[config.mk]
export PLATFORM = sky130hd
export DESIGN_NAME = sdram_rd_arbiter
export DESIGN_NICKNAME = d
export VERILOG_FILES = /design/src/rtl/sdram_arb_pkg.sv /design/src/rtl/sdram_rd_arbiter_rr_pick.sv /design/src/rtl/sdram_rd_arbiter.sv
export SDC_FILE = /design/constraint.sdc
export NUM_CORES = 1
export LEC_CHECK = 0
export CORE_MARGIN = 2
export CORE_UTILIZATION = 29
export DETAILED_ROUTE_END_ITERATION = 8
export MAX_ROUTING_LAYER = met4
export PLACE_DENSITY_LB_ADDON = 0.08
export SYNTH_ARGS = -nofsm -noshare
export SYNTH_HDL_FRONTEND = slang
export SYNTH_SLANG_ARGS = --single-unit
[constraint.sdc]
create_clock -name clk -period 2.85 [get_ports clk]
set_clock_uncertainty 0.2 [all_clocks]
set_input_delay 0.7125 -clock clk [delete_from_list [all_inputs] [get_ports clk]]
set_output_delay 0.7125 -clock clk [all_outputs]
set_load 0.1 [all_outputs]
[src/rtl/sdram_arb_pkg.sv]
// sdram_arb_pkg: shared state type and round-robin helper for the SDRAM read arbiter
package sdram_arb_pkg;
  localparam int MAX_NPORTS = 8;
  typedef enum logic [1:0] {IDLE, OWN, DRAIN} arb_state_e;
  // one-hot pick of the first requester after last, scanning n ports cyclically
  function automatic logic [MAX_NPORTS-1:0] rr_next(input logic [MAX_NPORTS-1:0] req,
                                                    input logic [2:0] last,
                                                    input logic [3:0] n);
    logic [MAX_NPORTS-1:0] pick;
    logic [3:0] idx;
    pick = '0;
    for (int k = MAX_NPORTS; k >= 1; k--) begin
      idx = {1'b0, last} + 4'(k);
      idx = idx >= n ? idx - n : idx;
      if (4'(k) <= n && req[idx[2:0]]) pick = MAX_NPORTS'(1) << idx;
    end
    return pick;
  endfunction
endpackage

[src/rtl/sdram_rd_arbiter_rr_pick.sv]
// rr_pick: combinational round-robin priority encoder over NPORTS requesters
module rr_pick
  import sdram_arb_pkg::*;
#(
  parameter int NPORTS = 3,
  localparam int LW = NPORTS > 1 ? $clog2(NPORTS) : 1
) (
  input  logic [NPORTS-1:0] req,
  input  logic [LW-1:0]     last,
  output logic [NPORTS-1:0] pick
);
  logic [MAX_NPORTS-1:0] req_w, pick_w;
  logic unused_pick;
  always_comb begin
    req_w = '0;
    req_w[NPORTS-1:0] = req;
    pick_w = rr_next(req_w, 3'(last), 4'(NPORTS));
    pick = pick_w[NPORTS-1:0];
    unused_pick = ^pick_w;
  end
endmodule

[src/rtl/sdram_rd_arbiter.sv]
// sdram_rd_arbiter: round-robin share of one SDRAM read master, grant held per element fetch
module sdram_rd_arbiter
  import sdram_arb_pkg::*;
#(
  parameter int NPORTS  = 3,
  parameter int MAX_OUT = 18,
  parameter int HOLD    = 2
) (
  input  logic                 clk,
  input  logic                 reset,
  input  logic [NPORTS-1:0]    rq_read,
  input  logic [32*NPORTS-1:0] rq_address,
  input  logic [2*NPORTS-1:0]  rq_byteenable,
  output logic [NPORTS-1:0]    rq_waitrequest,
  output logic [15:0]          rq_readdata,
  output logic [NPORTS-1:0]    rq_readdatavalid,
  output logic                 avm_m0_read,
  output logic [31:0]          avm_m0_address,
  output logic [1:0]           avm_m0_byteenable,
  input  logic [15:0]          avm_m0_readdata,
  input  logic                 avm_m0_readdatavalid,
  input  logic                 avm_m0_waitrequest,
  output logic [NPORTS-1:0]    grant,
  output logic                 err_orphan
);
  localparam int LW = NPORTS > 1 ? $clog2(NPORTS) : 1;
  localparam int OW = $clog2(MAX_OUT + 1);
  localparam int HW = HOLD > 1 ? $clog2(HOLD) : 1;

  if (NPORTS < 2 || NPORTS > MAX_NPORTS) begin : g_bad_nports
    $error("NPORTS must be in 2..8");
  end

  arb_state_e        state_q, state_d;
  logic [NPORTS-1:0] grant_q, grant_d, pick;
  logic [LW-1:0]     owner_q, owner_d, last_q, last_d, pick_idx;
  logic [OW-1:0]     out_q, out_d;
  logic [HW-1:0]     hold_q, hold_d;
  logic              orphan_q, orphan_d;
  logic              own_rd, active, full, accept, ret;

  rr_pick #(.NPORTS(NPORTS)) u_pick (.req(rq_read), .last(last_q), .pick(pick));

  always_comb begin
    pick_idx = '0;
    for (int i = 0; i < NPORTS; i++) if (pick[i]) pick_idx = LW'(i);
  end

  // owner path is forwarded combinationally in OWN, and in DRAIN the cycle the owner resumes
  always_comb begin
    own_rd = rq_read[owner_q];
    active = state_q == OWN || (state_q == DRAIN && own_rd);
    full = out_q == OW'(MAX_OUT);
    avm_m0_read = active && own_rd && !full;
    avm_m0_address = active ? rq_address[{owner_q, 5'd0} +: 32] : '0;
    avm_m0_byteenable = active ? rq_byteenable[{owner_q, 1'b0} +: 2] : '0;
    rq_waitrequest = '1;
    if (active) rq_waitrequest[owner_q] = full || avm_m0_waitrequest;
    accept = avm_m0_read && !avm_m0_waitrequest;
    ret = avm_m0_readdatavalid && out_q != '0;
    rq_readdata = avm_m0_readdata;
    rq_readdatavalid = ret ? grant_q : '0;
    out_d = out_q + OW'(accept) - OW'(ret);
    orphan_d = orphan_q || (avm_m0_readdatavalid && out_q == '0);
  end

  always_comb begin
    state_d = state_q;
    grant_d = grant_q;
    owner_d = owner_q;
    last_d = last_q;
    hold_d = hold_q;
    case (state_q)
      IDLE:
        if (|rq_read) begin
          state_d = OWN;
          grant_d = pick;
          owner_d = pick_idx;
        end
      OWN:
        if (!own_rd) begin
          state_d = DRAIN;
          hold_d = '0;
        end
      DRAIN:
        if (own_rd) state_d = OWN;
        else if (out_q != '0) hold_d = '0;
        else if (hold_q == HW'(HOLD - 1)) begin
          state_d = IDLE;
          grant_d = '0;
          last_d = owner_q;
          hold_d = '0;
        end
        else hold_d = hold_q + HW'(1);
      default: state_d = IDLE;
    endcase
  end

  always_ff @(posedge clk) begin
    if (reset) begin
      state_q <= IDLE;
      grant_q <= '0;
      owner_q <= '0;
      last_q <= LW'(NPORTS - 1);
      out_q <= '0;
      hold_q <= '0;
      orphan_q <= 1'b0;
    end else begin
      state_q <= state_d;
      grant_q <= grant_d;
      owner_q <= owner_d;
      last_q <= last_d;
      out_q <= out_d;
      hold_q <= hold_d;
      orphan_q <= orphan_d;
    end
  end

  assign grant = grant_q;
  assign err_orphan = orphan_q;
endmodule

Yosys cells after proc, flatten, opt, wreduce, memory -nomap -nowiden:

Index checks and enable logic that the tools add are counted.

* logic and storage cells: 104
* register bits after elaboration: 16
* input bits: 125

* add/sub/neg operators: 9
* equal/unequal tests: 10
* shifts and indexed selects: 5
* order comparisons: 8
* mux-type cells: 38
* reductions and logical operators: 23
* bitwise gates (word level): 4

Operators with widths (count)
* variable part select 96 x 8 -> 32 bit: 1
* 2-to-1 mux 32 bit: 1
* 2-to-1 mux 3 bit: 9
* 2-to-1 mux 2 bit: 7
* greater-or-equal comparator 4 x 2 -> 1 bit (second input constant): 3
* < comparator 3 x 4 -> 1 bit (second input constant): 3
* 2-to-1 mux 4 bit: 3
* << shifter 1 x 4 -> 3 bit (first input constant): 3
* subtractor 4 x 2 -> 4 bit (second input constant): 3
* 2-to-1 mux 1 bit: 10
* inequality test 2 bit (second input constant): 5
* binary-select mux 1 bit (select 3 bit): 3
* AND reduction 4 bit: 2
* logical AND 1 bit: 7
* adder 2 x 2 -> 3 bit (second input constant): 2
* inequality test 3 bit (second input constant): 2
* case mux 2 bit (3 select lines): 1
* case mux 3 bit (2 select lines): 1
* variable part select 6 x 4 -> 2 bit: 1
* adder 5 x 1 -> 5 bit: 1
* == test 5 bit (second input constant): 1
* zero test 5 bit: 1
* AND reduction 5 bit: 1
* nonzero test 5 bit: 1
* other kinds (20): 25

Longest topological paths before layout:

* word-level depth: 10
* depth in mapped cells: 15

Cells and area by module:

From an unflattened synthesis, not the netlist that was laid out.

* cells, all modules: 321
* area total of the unflattened synthesis: 2269.7 um2

Modules (own cells, without submodules)
* sdram_rd_arbiter: cells each 279, area each 1916.8 um2, instances 1, seq. area each 320.3 um2
* rr_pick: cells each 42, area each 352.8 um2, instances 1, seq. area each 0.0 um2

Worst setup path after synthesis:

Ideal clock, no wire load.

* path type: input-to-reg
* start: input rq_read[2]
* end: register out_q[4]
* stages: 13
* setup time: 128 ps
* arrival: 4896 ps
* setup slack: -2373 ps
* path through: mux2i_1 o2bb2ai_4 nor3b_1 nand2b_1 ha_1 inv_1 ha_1 fa_1 a21oi_1 nor2_1 nor2_1 xnor2_1 nor2_1

* cells in the longest elaborated chain, start to end: 9

Ends and longest elaborated chain
* from (decl): line sdram_rd_arbiter.sv:11 `input logic [NPORTS-1:0] rq_read,`
* binary-select mux 1 bit (select 2 bit) (*): line sdram_rd_arbiter.sv:51 `own_rd = rq_read[owner_q];`
* 2-to-1 mux 1 bit (implied by the code) (*): line sdram_rd_arbiter.sv:51
* logical AND 1 bit: line sdram_rd_arbiter.sv:52 `active = state_q == OWN || (state_q == DRAIN && own_rd);`
* logical OR 1 bit: line sdram_rd_arbiter.sv:52
* logical AND 1 bit (*) (2 in series): line sdram_rd_arbiter.sv:54 `avm_m0_read = active && own_rd && !full;`
* named net avm_m0_read: line sdram_rd_arbiter.sv:17 `output logic avm_m0_read,`
* logical AND 1 bit (*): line sdram_rd_arbiter.sv:59 `accept = avm_m0_read && !avm_m0_waitrequest;`
* adder 5 x 1 -> 5 bit (*): line sdram_rd_arbiter.sv:63 `out_d = out_q + OW'(accept) - OW'(ret);`
* subtractor 5 x 1 -> 5 bit (*): line sdram_rd_arbiter.sv:63
* to (signal assigned): line sdram_rd_arbiter.sv:113 `out_q <= out_d;`
* to (decl): line sdram_rd_arbiter.sv:37 `logic [OW-1:0] out_q, out_d;`

Mark *: on every way through the listed nets, which the timed path passes. The rest lies on a longest branch. The select of a mux whose other input is x is not followed.
A chain may end at the register's enable or synchronous reset.

Worst setup path in the final report:

* start: input avm_m0_waitrequest
* end: output rq_waitrequest[0]

* cells in the longest elaborated chain, start to end: 3

Ends and longest elaborated chain
* from (decl): line sdram_rd_arbiter.sv:22 `input logic avm_m0_waitrequest,`
* logical OR 1 bit: line sdram_rd_arbiter.sv:58 `if (active) rq_waitrequest[owner_q] = full || avm_m0_waitrequest;`
* OR 3 bit (no source line)
* 2-to-1 mux 3 bit: line sdram_rd_arbiter.sv:58
* to (decl): line sdram_rd_arbiter.sv:14 `output logic [NPORTS-1:0] rq_waitrequest,`

Every way passes these cells.

==> metrics.yaml <==
status: "complete, no violations"
r2r-end: "out_q[4]$_SDFF_PP0_"
reg2reg_depth: 14
utilization_pct: 65.0
drc: 0
numCtsBuffers: 3
synth_top_area_cell: "mux2i_1"
grt_max_degree: 36
vdd_drop_max_uv: 491
synth_edf_count: 0
ff2ff_setup_slack_ns: 0.11
p_sw_mw: 1.26
clk_pin_slew_ns: 0.06
swShare_pct: 51.0
synth_flop_cell: "dfxtp_1"
htree_num_levels: 1
synth.distinct_cells: 46
cts_buffer_depth: 2
num_antenna_cells: 0
die_w_um: 89.1
rsz0062_at_grt: "true"
syn_area_per_cell_um2: 7.00
viasPerCell: 4.81
hp-class: "reg2reg"
ys_seq_area_share_pct: 15.3
finalHoldViolations: 0
synth.top_cell.area_share_pct: 18.1
finalSetupViolations: 0
layout_setup_ws_ns: 0.0000926
ys_top_cells_by_area: "mux2i_1 (18%), dfxtp_1 (15%), nor2_1 (15%)"
cp.required_ns: 1.94
die_h_um: 89.1
start_kind: "primary input"
power.internal_mw: 1.21
setup_tns_ns: 0
cts.sinks: 16
dr.pass1.iters: 4
first_iter_violations: 51
core_area_um2: 7140
fin_crit_sh_pct: 100
finalMaxSlewViolations: 0
max-slew-margin-rel_pct: 67.4
grt_pass1_vias: 2503
p_seq_share_pct: 12.7
synthArstFlopShare_pct: 0
port_buffers: 153
hold_path_depth: 2
dp_hpwl_um: 6790
wl_met1_um: 3500
antenna_found_initial: 0
yosysWarnings: 0
tightest_slew_ns: 0.489
grt_overflow_total: 0
fin_nets: 593
grt_usage_pct: 20.2
whs_ns: 0.278
grt_pass1_wl_um: 12400
crit_path_end_kind: "primary output"
netlist_instances: 300
io_pins: 186
highest_layer: "met4"
place_congestion: 0.850
critical_path_class: "in2out"
dr_wl_met2_um: 4280
min_period_ns: 2.85
pre_cts_ws_ns: -0.618
final_cells: 552
met3_length_um: 625
clock_latency_ns: 0.25
die-area_um2: 7940
ant_nets: 0
post_drt_wl_per_cell_um: 15.3
synth-seq-cells: 16
power.share.combinational_pct: 80.3
start_util_pct: 29.4
hold_start: "err_orphan$_SDFF_PP0_"
synth_common_cells: "nor2_1 (84), a21oi_1 (41), mux2i_1 (38)"
critPathMaxFanout: 2
max_freq_mhz: 351
place_inst: 545
cts_tree: "yes"
clock_power_share_pct: 7.0
whs_endpoint: "err_orphan$_SDFF_PP0_"
p_leak_nw: 1.82
wl_um: 8450
synth_nets: 438
area_growth_pct: 121
r2r_start: "out_q[3]$_SDFF_PP0_"
max-cap-violations: 0
route.vias.total: 2654
drive_gt1_share_pct: 30.5
fp-row-count: 31
worstPathArrival_ns: 1.94
yosysMostFrequentCell: "nor2_1"
cts_root_buffer: "clkbuf_8"
pwr_density_cell_nw_per_um2: 534
synth_area_um2: 2100
==> power by group through the flow <==
stage / clock network (mW) / registers, mW / logic (mW)
after detailed placement: 0 / 0.318 / 1.95
final: 0.174 / 0.315 / 1.99
after CTS: 0.176 / 0.314 / 1.96
after global placement: 0 / 0.318 / 1.92
after floorplan: 0 / 0.362 / 1.31
after global routing: 0.183 / 0.321 / 2.11
==> through the flow <==
step / cell area, um2 / total power [mW]
CTS: 4550 / 2.45
finish: 4640 / 2.48
detailed placement: 4500 / 2.27
floorplan: 2410 / 1.67
global placement: 4500 / 2.24
global route: 4640 / 2.62
==> critical path: stages <==
cell	delay, ns
clkdlybuf4s50_1	0.44
nor3_2	0.19
or3b_4	0.41
buf_12	0.17
==> layout by cell type, fill, tap and decap left out, drive strengths merged, types with 2 or more instances in the layout <==
| cell type | instances |
|---|---|
| clkdlybuf4s50 | 105 |
| nor2 | 84 |
| buf | 78 |
| a21oi | 42 |
| mux2i | 38 |
| dfxtp | 16 |
| inv | 12 |
| ha | 12 |
| nand2 | 10 |
| nor2b | 6 |
| nor3 | 5 |
| clkbuf | 5 |
| and2 | 4 |
| xnor2 | 3 |
| a221oi | 3 |
| o2bb2ai | 3 |
| a2bb2oi | 2 |
| nor3b | 2 |
==> layer usage <==
metal  track usage [%]  up-vias
li1                  -     1310
met1              24.0     1234
met2              36.5      104
met3              3.32        6
met4              2.85        0
met5                 -        -
==> kinds of logic after synthesis <==
kind of cell / count (synthesis) / share of synthesized area [%]
AOI/OAI and AO/OA: 62 / 19.3
buffers and inverters: 47 / 11.7
xor gates and xnor gates: 4 / 1.67
DFF: 16 / 15.3
and+or+nand+nor: 119 / 25.3
muxes: 39 / 18.7
adders and majority gates: 13 / 8.10
==> what timing repair did <==
| item | CTS | global route |
|---|---|---|
| hold buffers | 0 | 0 |
| pin swaps | 2 | 28 |
| cloned | 0 | 2 |
| setup buffers | 1 | 1 |
| endpoints found under the setup margin | 42 | 36 |
| resized for setup | 16 | 9 |
| hold endpoints to repair | 0 | 0 |
==> state kept, by name, indices dropped and copies added (netlist names) <==
register / cells
err_orphan: 1
state_q: 2
owner_q: 2
out_q: 5
hold_q: 1
grant: 3
last_q: 2
==> worst max-delay path by stage <==
stage                                 start             endpoint  slack, ns  cells past startpoint
global placement                 rq_read[2]  out_q[4]$_SDFF_PP0_      -0.54                     14
global route        owner_q[1]$_SDFFE_PP0P_   avm_m0_address[31]      -0.06                      6
finish                   avm_m0_waitrequest    rq_waitrequest[0]    0.00009                      4
detailed placement               rq_read[2]  out_q[4]$_SDFF_PP0_      -0.62                     14
CTS                              rq_read[2]    rq_waitrequest[0]      -0.07                      8
floorplan                        rq_read[2]  out_q[4]$_SDFF_PP0_      -0.78                     13
==> layout make-up <==
class	count	area [um2]
Timing Repair Buffer	185	2250
Fill cell	609	2500
Tap cell	99	124
Sequential cell	16	323
Multi-Input combinational cell	237	1860
Clock buffer	3	41.3
Inverter	12	45.0
No activity file was read; power rests on OpenSTA's default activity.
